<file path="src/rtl/linproj_out_serializer.sv">
// linproj_out_serializer
//   Captures wide matmul result snapshots into a small FIFO and replays each
//   one as a narrow valid/ready beat stream: block 0 first, LSB slice first
//   within a block. Snapshots may be tagged as end-of-frame; frame_done
//   pulses one cycle after the last beat of a tagged snapshot is accepted.
//
// Ports
//   clk, rst     : single clock, asynchronous active-high reset
//   in_valid     : one-cycle pulse, in_data holds a new snapshot
//   in_data      : NUM_BLOCKS*BLOCK_WIDTH snapshot, block k at [k*BLOCK_WIDTH +: BLOCK_WIDTH]
//   in_done      : end-of-frame marker (tags the new or newest pending snapshot)
//   m_valid      : beat available
//   m_data       : OUT_WIDTH beat payload
//   m_last       : final beat of a snapshot
//   m_ready      : consumer accepts beat
//   frame_done   : one-cycle pulse, frame fully streamed
//   overflow     : sticky, a snapshot was dropped because the FIFO was full
//   drop_count   : dropped snapshots, saturating at 255
module linproj_out_serializer #(
  parameter int unsigned NUM_BLOCKS  = 4,
  parameter int unsigned BLOCK_WIDTH = 256,
  parameter int unsigned OUT_WIDTH   = 64,
  parameter int unsigned FIFO_DEPTH  = 2
) (
  input  logic                              clk,
  input  logic                              rst,
  input  logic                              in_valid,
  input  logic [NUM_BLOCKS*BLOCK_WIDTH-1:0] in_data,
  input  logic                              in_done,
  output logic                              m_valid,
  output logic [OUT_WIDTH-1:0]              m_data,
  output logic                              m_last,
  input  logic                              m_ready,
  output logic                              frame_done,
  output logic                              overflow,
  output logic [7:0]                        drop_count
);

  localparam int unsigned SNAP_W = NUM_BLOCKS * BLOCK_WIDTH;
  localparam int unsigned BEATS  = BLOCK_WIDTH / OUT_WIDTH;
  localparam int unsigned BEAT_W = (BEATS > 1) ? $clog2(BEATS) : 1;
  localparam int unsigned BLK_W  = (NUM_BLOCKS > 1) ? $clog2(NUM_BLOCKS) : 1;
  localparam int unsigned PTR_W  = (FIFO_DEPTH > 1) ? $clog2(FIFO_DEPTH) : 1;
  localparam int unsigned CNT_W  = $clog2(FIFO_DEPTH + 1);

  typedef enum logic {S_IDLE, S_STREAM} state_t;

  function automatic logic [PTR_W-1:0] f_ptr_inc(input logic [PTR_W-1:0] p);
    return (p == PTR_W'(FIFO_DEPTH - 1)) ? '0 : p + PTR_W'(1);
  endfunction

  function automatic logic [OUT_WIDTH-1:0] f_beat(input logic [SNAP_W-1:0] snap,
                                                  input logic [BLK_W-1:0]  blk,
                                                  input logic [BEAT_W-1:0] beat);
    int unsigned off;
    off = 32'(blk) * BLOCK_WIDTH + 32'(beat) * OUT_WIDTH;
    return snap[off +: OUT_WIDTH];
  endfunction

  function automatic logic f_is_last(input logic [BLK_W-1:0] blk, input logic [BEAT_W-1:0] beat);
    return (blk == BLK_W'(NUM_BLOCKS - 1)) && (beat == BEAT_W'(BEATS - 1));
  endfunction

  logic [SNAP_W-1:0]     r_mem [FIFO_DEPTH];
  logic [FIFO_DEPTH-1:0] r_tag;
  logic [PTR_W-1:0]      r_wptr, r_rptr;
  logic [CNT_W-1:0]      r_count;
  state_t                r_state;
  logic                  r_m_valid, r_m_last, r_frame_done, r_overflow;
  logic [OUT_WIDTH-1:0]  r_m_data;
  logic [BLK_W-1:0]      r_blk;
  logic [BEAT_W-1:0]     r_beat;
  logic [7:0]            r_drop_count;

  logic                  w_hs, w_pop, w_full, w_push, w_drop, w_tag_newest, w_load;
  logic [CNT_W-1:0]      w_remain;
  logic [PTR_W-1:0]      w_rptr_nx, w_newest;
  logic [SNAP_W-1:0]     w_snap;
  state_t                w_state_d;
  logic                  w_valid_d, w_last_d;
  logic [OUT_WIDTH-1:0]  w_data_d;
  logic [BLK_W-1:0]      w_blk_d;
  logic [BEAT_W-1:0]     w_beat_d;

  // The head entry stays in the FIFO until its final beat is accepted, so a
  // pop is exactly a final-beat handshake; fullness is judged after that pop.
  assign w_hs         = r_m_valid && m_ready;
  assign w_pop        = w_hs && r_m_last;
  assign w_full       = (r_count == CNT_W'(FIFO_DEPTH)) && !w_pop;
  assign w_push       = in_valid && !w_full;
  assign w_drop       = in_valid && w_full;
  assign w_remain     = r_count - CNT_W'(w_pop);
  assign w_rptr_nx    = f_ptr_inc(r_rptr);
  assign w_newest     = (r_wptr == '0) ? PTR_W'(FIFO_DEPTH - 1) : r_wptr - PTR_W'(1);
  // A done marker that does not land on a newly captured snapshot (alone, or
  // riding a dropped one) tags the newest snapshot still pending.
  assign w_tag_newest = in_done && !w_push && (w_remain != '0);

  assign m_valid    = r_m_valid;
  assign m_data     = r_m_data;
  assign m_last     = r_m_last;
  assign frame_done = r_frame_done;
  assign overflow   = r_overflow;
  assign drop_count = r_drop_count;

  always_comb begin
    w_state_d = r_state;
    w_valid_d = r_m_valid;
    w_data_d  = r_m_data;
    w_last_d  = r_m_last;
    w_blk_d   = r_blk;
    w_beat_d  = r_beat;
    w_snap    = r_mem[r_rptr];
    w_load    = 1'b0;
    case (r_state)
      S_IDLE: begin
        if (r_count != '0) begin
          w_state_d = S_STREAM;
          w_valid_d = 1'b1;
          w_blk_d   = '0;
          w_beat_d  = '0;
          w_load    = 1'b1;
        end
      end
      S_STREAM: begin
        if (w_hs) begin
          w_load = 1'b1;
          if (r_m_last) begin
            // Next head (if any) is presented on the same edge: no bubble.
            w_blk_d  = '0;
            w_beat_d = '0;
            w_snap   = r_mem[w_rptr_nx];
            if (w_remain == '0) begin
              w_state_d = S_IDLE;
              w_valid_d = 1'b0;
            end
          end else if (r_beat == BEAT_W'(BEATS - 1)) begin
            w_beat_d = '0;
            w_blk_d  = r_blk + BLK_W'(1);
          end else begin
            w_beat_d = r_beat + BEAT_W'(1);
          end
        end
      end
      default: w_state_d = S_IDLE;
    endcase
    if (w_load) begin
      w_data_d = w_valid_d ? f_beat(w_snap, w_blk_d, w_beat_d) : '0;
      w_last_d = w_valid_d && f_is_last(w_blk_d, w_beat_d);
    end
  end

  always_ff @(posedge clk or posedge rst) begin
    if (rst) begin
      r_state   <= S_IDLE;
      r_m_valid <= 1'b0;
      r_m_data  <= '0;
      r_m_last  <= 1'b0;
      r_blk     <= '0;
      r_beat    <= '0;
    end else begin
      r_state   <= w_state_d;
      r_m_valid <= w_valid_d;
      r_m_data  <= w_data_d;
      r_m_last  <= w_last_d;
      r_blk     <= w_blk_d;
      r_beat    <= w_beat_d;
    end
  end

  always_ff @(posedge clk or posedge rst) begin
    if (rst) begin
      r_wptr       <= '0;
      r_rptr       <= '0;
      r_count      <= '0;
      r_tag        <= '0;
      r_frame_done <= 1'b0;
      r_overflow   <= 1'b0;
      r_drop_count <= '0;
    end else begin
      if (w_push) begin
        r_tag[r_wptr] <= in_done;
        r_wptr        <= f_ptr_inc(r_wptr);
      end else if (w_tag_newest) begin
        r_tag[w_newest] <= 1'b1;
      end
      if (w_pop) r_rptr <= w_rptr_nx;
      r_count      <= r_count + CNT_W'(w_push) - CNT_W'(w_pop);
      r_frame_done <= (w_pop && r_tag[r_rptr]) || (in_done && !w_push && (w_remain == '0));
      if (w_drop) begin
        r_overflow <= 1'b1;
        if (r_drop_count != 8'hFF) r_drop_count <= r_drop_count + 8'd1;
      end
    end
  end

  always_ff @(posedge clk) begin
    if (w_push) r_mem[r_wptr] <= in_data;
  end

endmodule
</file>
<file path="config.mk">
export PLATFORM = sky130hd
export DESIGN_NAME = linproj_out_serializer
export DESIGN_NICKNAME = d
export VERILOG_FILES = /design/src/rtl/linproj_out_serializer.sv
export SDC_FILE = /design/constraint.sdc
export NUM_CORES = 2
export LEC_CHECK = 0
export CAP_MARGIN = 20
export CORE_MARGIN = 2
export CORE_UTILIZATION = 30
export DETAILED_ROUTE_END_ITERATION = 8
export SLEW_MARGIN = 15
export SYNTH_ARGS = -nofsm -noshare
export SYNTH_HDL_FRONTEND = slang
export SYNTH_SLANG_ARGS = --single-unit
</file>
<file path="constraint.sdc">
create_clock -name clk -period 66.3 [get_ports clk]
set_input_delay 13.26 -clock clk [delete_from_list [all_inputs] [get_ports clk]]
set_output_delay 13.26 -clock clk [all_outputs]
set_load 0.005 [all_outputs]
</file>
# After elaboration in Yosys (flattened, before gate mapping)
# Memories as Yosys holds them, arrays and structs flattened.
# Index checks and enable logic that the tools add are counted.
# op_classes
reduce_logical	22
eq_ne	5
bitwise_logic	2
shift	1
mux	40
magnitude_cmp	5
add_sub_neg	10
# op_table
op	count
2-to-1 mux 1024 bit	3
indexed part select 1024 x 12 -> 64 bit	1
2-to-1 mux 64 bit	1
2-to-1 mux 2 bit	10
2-to-1 mux 1 bit	18
logical AND 1 bit	13
adder 10 x 8 -> 11 bit	1
adder 8 x 1 -> 8 bit, second input constant	1
equality test 2 bit, second input constant	4
!= test 8 bit, second input constant	1
one-hot mux 2 bit (2 select lines)	2
< comparator 1 x 2 -> 1 bit, second input constant	3
one-hot mux 1 bit (2 select lines)	3
nonzero test 2 bit	3
adder 2 x 1 -> 2 bit, second input constant	2
subtractor 2 x 1 -> 2 bit	2
logical NOT 1 bit	3
adder 1 bit, second input constant	2
adder 2 x 1 -> 2 bit	1
bitwise mux 2 bit	1
demux 1 bit (select 1 bit)	2
>= comparator 1 bit, second input constant	2
logical NOT 2 bit	1
bitwise OR 2 bit	1
4 further kinds	4
# totals
reg_bits	87
mem_bits_rw	2048
n_memories	1
wordCells	99
in_bits	1029
# mem_list
memory	words	word_bits	read_ports	rd_clocked_by_memory_dff	wr	line	rtl
r_mem	2	1024	2	0	1	64	logic [SNAP_W-1:0] r_mem [FIFO_DEPTH];

# Depth between registers and ports, before layout
# depth
depth_word	11
ltp_mapped	15
mapped_depth_nobuf	10

# Worst setup path after synthesis
# Ideal clock, no wire load.
# synth_path
path_kind	input to register
start	input m_ready
end	memory r_mem[0][0] (netlist bit), enable pin
path_buffers	0
cell_stages	6
path_slack_ns	7.723
arrival_time_ns	56.133
required_ns	63.855
path_cell_list	nand3_1 -> inv_1 -> nor2_1 -> nand2_1 -> nand2_1 -> nor2_1
# synth_between
elab_chain_len	8
# synth_lines
item	line	rtl
start, declared	33	input logic m_ready,
logical AND 1 bit	87	assign w_hs = r_m_valid && m_ready;
logical AND 1 bit	88	assign w_pop = w_hs && r_m_last;
net w_pop	75	logic w_hs, w_pop, w_full, w_push, w_drop, w_tag_newest, w_load;
logical NOT 1 bit	89	assign w_full = (r_count == CNT_W'(FIFO_DEPTH)) && !w_pop;
logical AND 1 bit	89	
logical NOT 1 bit	90	assign w_push = in_valid && !w_full;
logical AND 1 bit	90	
2-to-1 mux 1 bit	198	if (w_push) r_mem[r_wptr] <= in_data;
2-to-1 mux 1 bit (implied by the code)	198	
end, declared	64	
# The timed path passes the listed nets, and every way through them passes these cells.

# Worst setup path after layout
# layout_path
start	input m_ready
end	register r_m_data[41], in the netlist m_data[41]
# layout_between
elab_chain_len	9
word_cells_on_any_way	19
# layout_lines
item	line	rtl
logical AND 1 bit *	87	
parallel branches: the longest is 8 deep, another holds adder 10 x 8 -> 11 bit	--	
end signal, assigned	164	r_m_data <= w_data_d;
end, declared	70	logic [OUT_WIDTH-1:0] r_m_data;
# Mark *: on every way between the ends.
# A chain may end at the register's enable or synchronous reset.

==> summary by stage <==
Worst hold path
The kind of path behind the tightest hold check is register to register. The startpoint identified for the worst hold timing path is m_data[1].

Route
Once detail routing completed, the nets flagged for antenna violations numbered 0. The total routed wirelength is 282 mm. The initial detailed-routing violation count is 4761. The count of vias placed by the detailed router is 44.6k. Dividing the detail-routed wire length by the instance count gives 31.7 um.

The mean number of vias per cell is 5.02. After detailed routing, the number of remaining DRC violations is 0. The iteration count of the initial detailed-routing pass is 6.

Logic synthesis
The warning count from the yosys run is 0. For this run, asynchronously set or reset flops after synthesis account for 0.0407. The post-synthesis cell count is 3837. The most area-hungry cell type in the Yosys netlist is sky130_fd_sc_hd__edfxtp_1. Yosys mapped a number of flops with a built-in enable equal to 2048. The flop and latch count out of synthesis is 2135. Of the synthesized area, sequential elements account for 0.784.

By area the synthesized netlist is led by sky130_fd_sc_hd__edfxtp_1 76%, sky130_fd_sc_hd__mux4_2 13%, sky130_fd_sc_hd__dfrtp_1 2.7%. The average cell area after synthesis is 21.2 um^2. The number of distinct library cells after synthesis is 65. The proportion of netlist area held by the largest area contributor is 0.757. When the netlist entered floorplanning its net count stood at 4870.

The mapped netlist covers 0.0813 mm^2. The primary flip-flop cell chosen by synthesis mapping is sky130_fd_sc_hd__edfxtp_1.

Clock tree
For this design, the sink count on the clock tree is 2135. The number of buffers added for setup after CTS is 0. In this run, CTS created clock tree buffers numbering 226. The root buffer cell chosen for the clock tree is sky130_fd_sc_hd__clkbuf_16. The hold buffer count at CTS is 0. The clock-pin slew of the registers on the worst-case setup and hold paths is 60 ps. The worst-case clock buffer depth is 4.

Post-CTS repair changed the size of 0 cells. TritonCTS built the clock tree. The clock latency on the worst-skew pair is 910 ps. The clock tree synthesis step divided the H-tree into 4 levels.

STA
The final max-slew violation count is 0. After layout, the minimum clock period comes to 18590 ps. The summed negative setup slack over all endpoints is 0 ps. The worst-case clock skew is 82.8 ps. The number of failing setup endpoints in the final timing report is 0.

Based on the critical path, the design can be clocked at up to 0.0538 GHz. In this run the tightest slew margin relative to its limit is 0.178. The fraction of the cycle the final worst path needs is 0.280. The count of final hold-check violations is 0.

Setup repair after global routing left no endpoint under its margin. The pin slew with the least headroom to its limit is 1230 ps.

Die
The total area inside the core boundary comes to 0.270 mm^2. The initial utilization of the core area, before any placement, comes to 0.301. 1105 I/O pins were placed.

The horizontal extent of the die is 524 um. The die covers 0.275 mm^2. The die boundary height is 524 um. The floorplan has 191 rows.

Power and ir drop
The portion of total power attributed to the clock network is 0.283. The internal power of the cells is 3.10 mW. Dividing total power by cell area gives a power density of 43.4 mW/mm^2. Summed over all nets, the switching power comes to 1.43 mW. The combinational power share is 0.290. Of the total power, registers draw 0.427. The net switching fraction of the power is 0.316.

The total power consumption of the routed design is 4.54 mW. In this run the static leakage power is 33.8 nW. The worst-case IR drop observed on VDD is 35.8 uV.

Critical path
The critical path data required time is 67020 ps. The worst setup path is captured at a register. The most prevalent standard cell on the critical path is sky130_fd_sc_hd__buf_4. The maximum fanout along the worst path is 62. The startpoint of the lowest-slack register-to-register path is r_state.

The arrival time of data at the critical path endpoint is 19310 ps. The largest single stage delay on the critical path is 800 ps. In this run the worst setup path begins at m_ready. The worst setup path is launched from a primary input. Traced cell by cell, the critical path runs through clkdlybuf4s50_1, a21boi_1, o21ai_1, and2_4, inv_8, buf_4, buf_4, buf_4, buf_4, mux4_2, nand2_1, and3_1, a31oi_1, buf_4, a221o_1. By startpoint and endpoint, the worst setup path is classified as primary input to register. The cell with the largest stage delay on the worst path is sky130_fd_sc_hd__buf_4.

Global routing
The global-route wire length before repair is 379 mm. Global routing finished with a remaining overflow of 0. Entering global routing, the biggest net connects 155 pins. For met1 alone, demand over resource in global routing was 0.233. For this run, the total global-route usage over all layers was measured as 0.199.

The global-route track usage on met3 is 0.0692. The initial antenna violation count is 172. For this run, global-route usage on met2 was measured as 0.339. The most crowded layer after global routing is met2. The number of global-route vias before repair is 45.9k.

Placement
After detailed placement, the total cell area comes to 0.0967 mm^2. Detailed placement finished with a half-perimeter wire length of 200 mm. Buffers placed on the I/O ports in this run total 1104. After detailed placement, the design holds a cell count of 8398. The final estimated routing congestion in global placement is 0.845.

Job
The tool flagged a number of max-cap violations equal to 0.

Final layout
Of the cells placed in the final design, the portion with a size suffix greater than 1 is 0.181. The area overhead of the layout relative to synthesis is 28.6%. The final cell count without fillers is 8884. The final cell area excluding filler cells is 0.104 mm^2. The number of nets in the layout is 6092.

Run status
The run finished with clean final reports.
## routing by layer
metal,up-vias,wire [um]
li1,18523,-
met3,541,27200
met2,2069,140000
met4,156,10300
met5,-,1010
met1,23325,103000
## critical path, delay by kind of cell
kind / cells / cell delay, ps
muxes: 1 / 410
AOI/OAI and AO/OA: 4 / 850
and+or+nand+nor: 3 / 440
buffers and inverters: 7 / 3980
## power groups by stage
stage | Combinational [mW] | Sequential [mW] | Clock (mW)
3_3_place_gp | 1.34 | 1.95 | 0
4_1_cts | 1.35 | 1.94 | 1.32
2_1_floorplan | 0.778 | 2.40 | 0
5_1_grt | 1.41 | 1.96 | 1.37
3_5_place_dp | 1.35 | 1.96 | 0
6_report | 1.32 | 1.93 | 1.29
## cell families (layout without fill, tap and decap cells)
group                    Yosys count  in the layout  synth area share
adder cells (fa/ha/maj)            4              4          0.000616
XOR/XNOR                          14             14           0.00160
flip-flops                      2135           2135             0.784
buffers and inverters            223           1637            0.0144
multiplexers                     591            591             0.142
AO/OA/AOI/OAI                    314            314            0.0279
AND/OR/NAND/NOR                  556            556            0.0294
other                              0             63                 0
## stage by stage
step                setup WS (ps)  hold slack, ps   util
floorplan                    7720             459      -
global placement            46560             457  0.358
detailed placement          46770             475  0.358
CTS                         47720             489  0.386
global route                47470             497  0.386
finish                      47710             490  0.387
## cell type report
cell class / instances / area [um^2]
Fill cell: 24358 / 166000
Sequential cell: 2135 / 63700
Antenna cell: 63 / 158
Clock inverter: 136 / 1470
Multi-Input combinational cell: 1479 / 16600
Tap cell: 3570 / 4470
Inverter: 14 / 85.1
Clock buffer: 284 / 6090
Timing Repair Buffer: 1203 / 11900
## cells in the mapped netlist (all sizes together) (3+ instances only)
| library cell | n |
|---|---|
| o2111ai | 4 |
| o22ai | 43 |
| a32oi | 8 |
| nor2 | 37 |
| or2 | 4 |
| mux2i | 130 |
| mux4 | 451 |
| o221ai | 8 |
| nor3 | 19 |
| a21oi | 51 |
| nand2 | 364 |
| nor2b | 5 |
| nand3 | 71 |
| and3 | 32 |
| edfxtp | 2048 |
| mux2 | 10 |
| or3 | 3 |
| a31oi | 47 |
| a211oi | 5 |
| o41ai | 3 |
| buf | 162 |
| o21ai | 27 |
| a211o | 5 |
| ha | 4 |
| o211ai | 14 |
| xnor2 | 12 |
| a21o | 3 |
| nand4 | 10 |
| clkbuf | 47 |
| a221oi | 10 |
| a2111oi | 3 |
| a22o | 6 |
| a22oi | 14 |
| and2 | 4 |
| dfrtp | 87 |
| a32o | 22 |
| inv | 14 |
| a221o | 32 |
## placed cells by master, fill, tap and decap left out, drive strengths merged, types with 37 or more instances in the layout
cell type,synthesis,final
edfxtp,2048,2048
clkdlybuf4s50,0,1104
mux4,451,451
nand2,364,364
clkbuf,47,284
mux2i,130,130
buf,162,99
clkinv,0,93
dfrtp,87,87
nand3,71,71
diode,0,63
a21oi,51,51
a31oi,47,47
o22ai,43,43
nor2,37,37
## worst paths after layout
path | to | slack (ps) | depth (start not counted)
max | m_data[41] | 47710 | 15
min | m_data[1] | 490 | 2
max reg2reg | m_data[41] | 60120 | 14
min reg2reg | m_data[1] | 490 | 2
max in group asynchronous | m_data[9] | 51780 | 3
min in group asynchronous | drop_count[4] | 12850 | 2
## state kept, by name, summed over array words and instances, names as in the netlist
signal / flops
r_mem: 2048
m_data: 64
drop_count: 8
r_beat: 2
r_blk: 2
r_count: 2
r_tag: 2
frame_done: 1
m_last: 1
m_valid: 1
overflow: 1
r_rptr: 1
r_state: 1
r_wptr: 1
(Power assumes the default switching activity.)
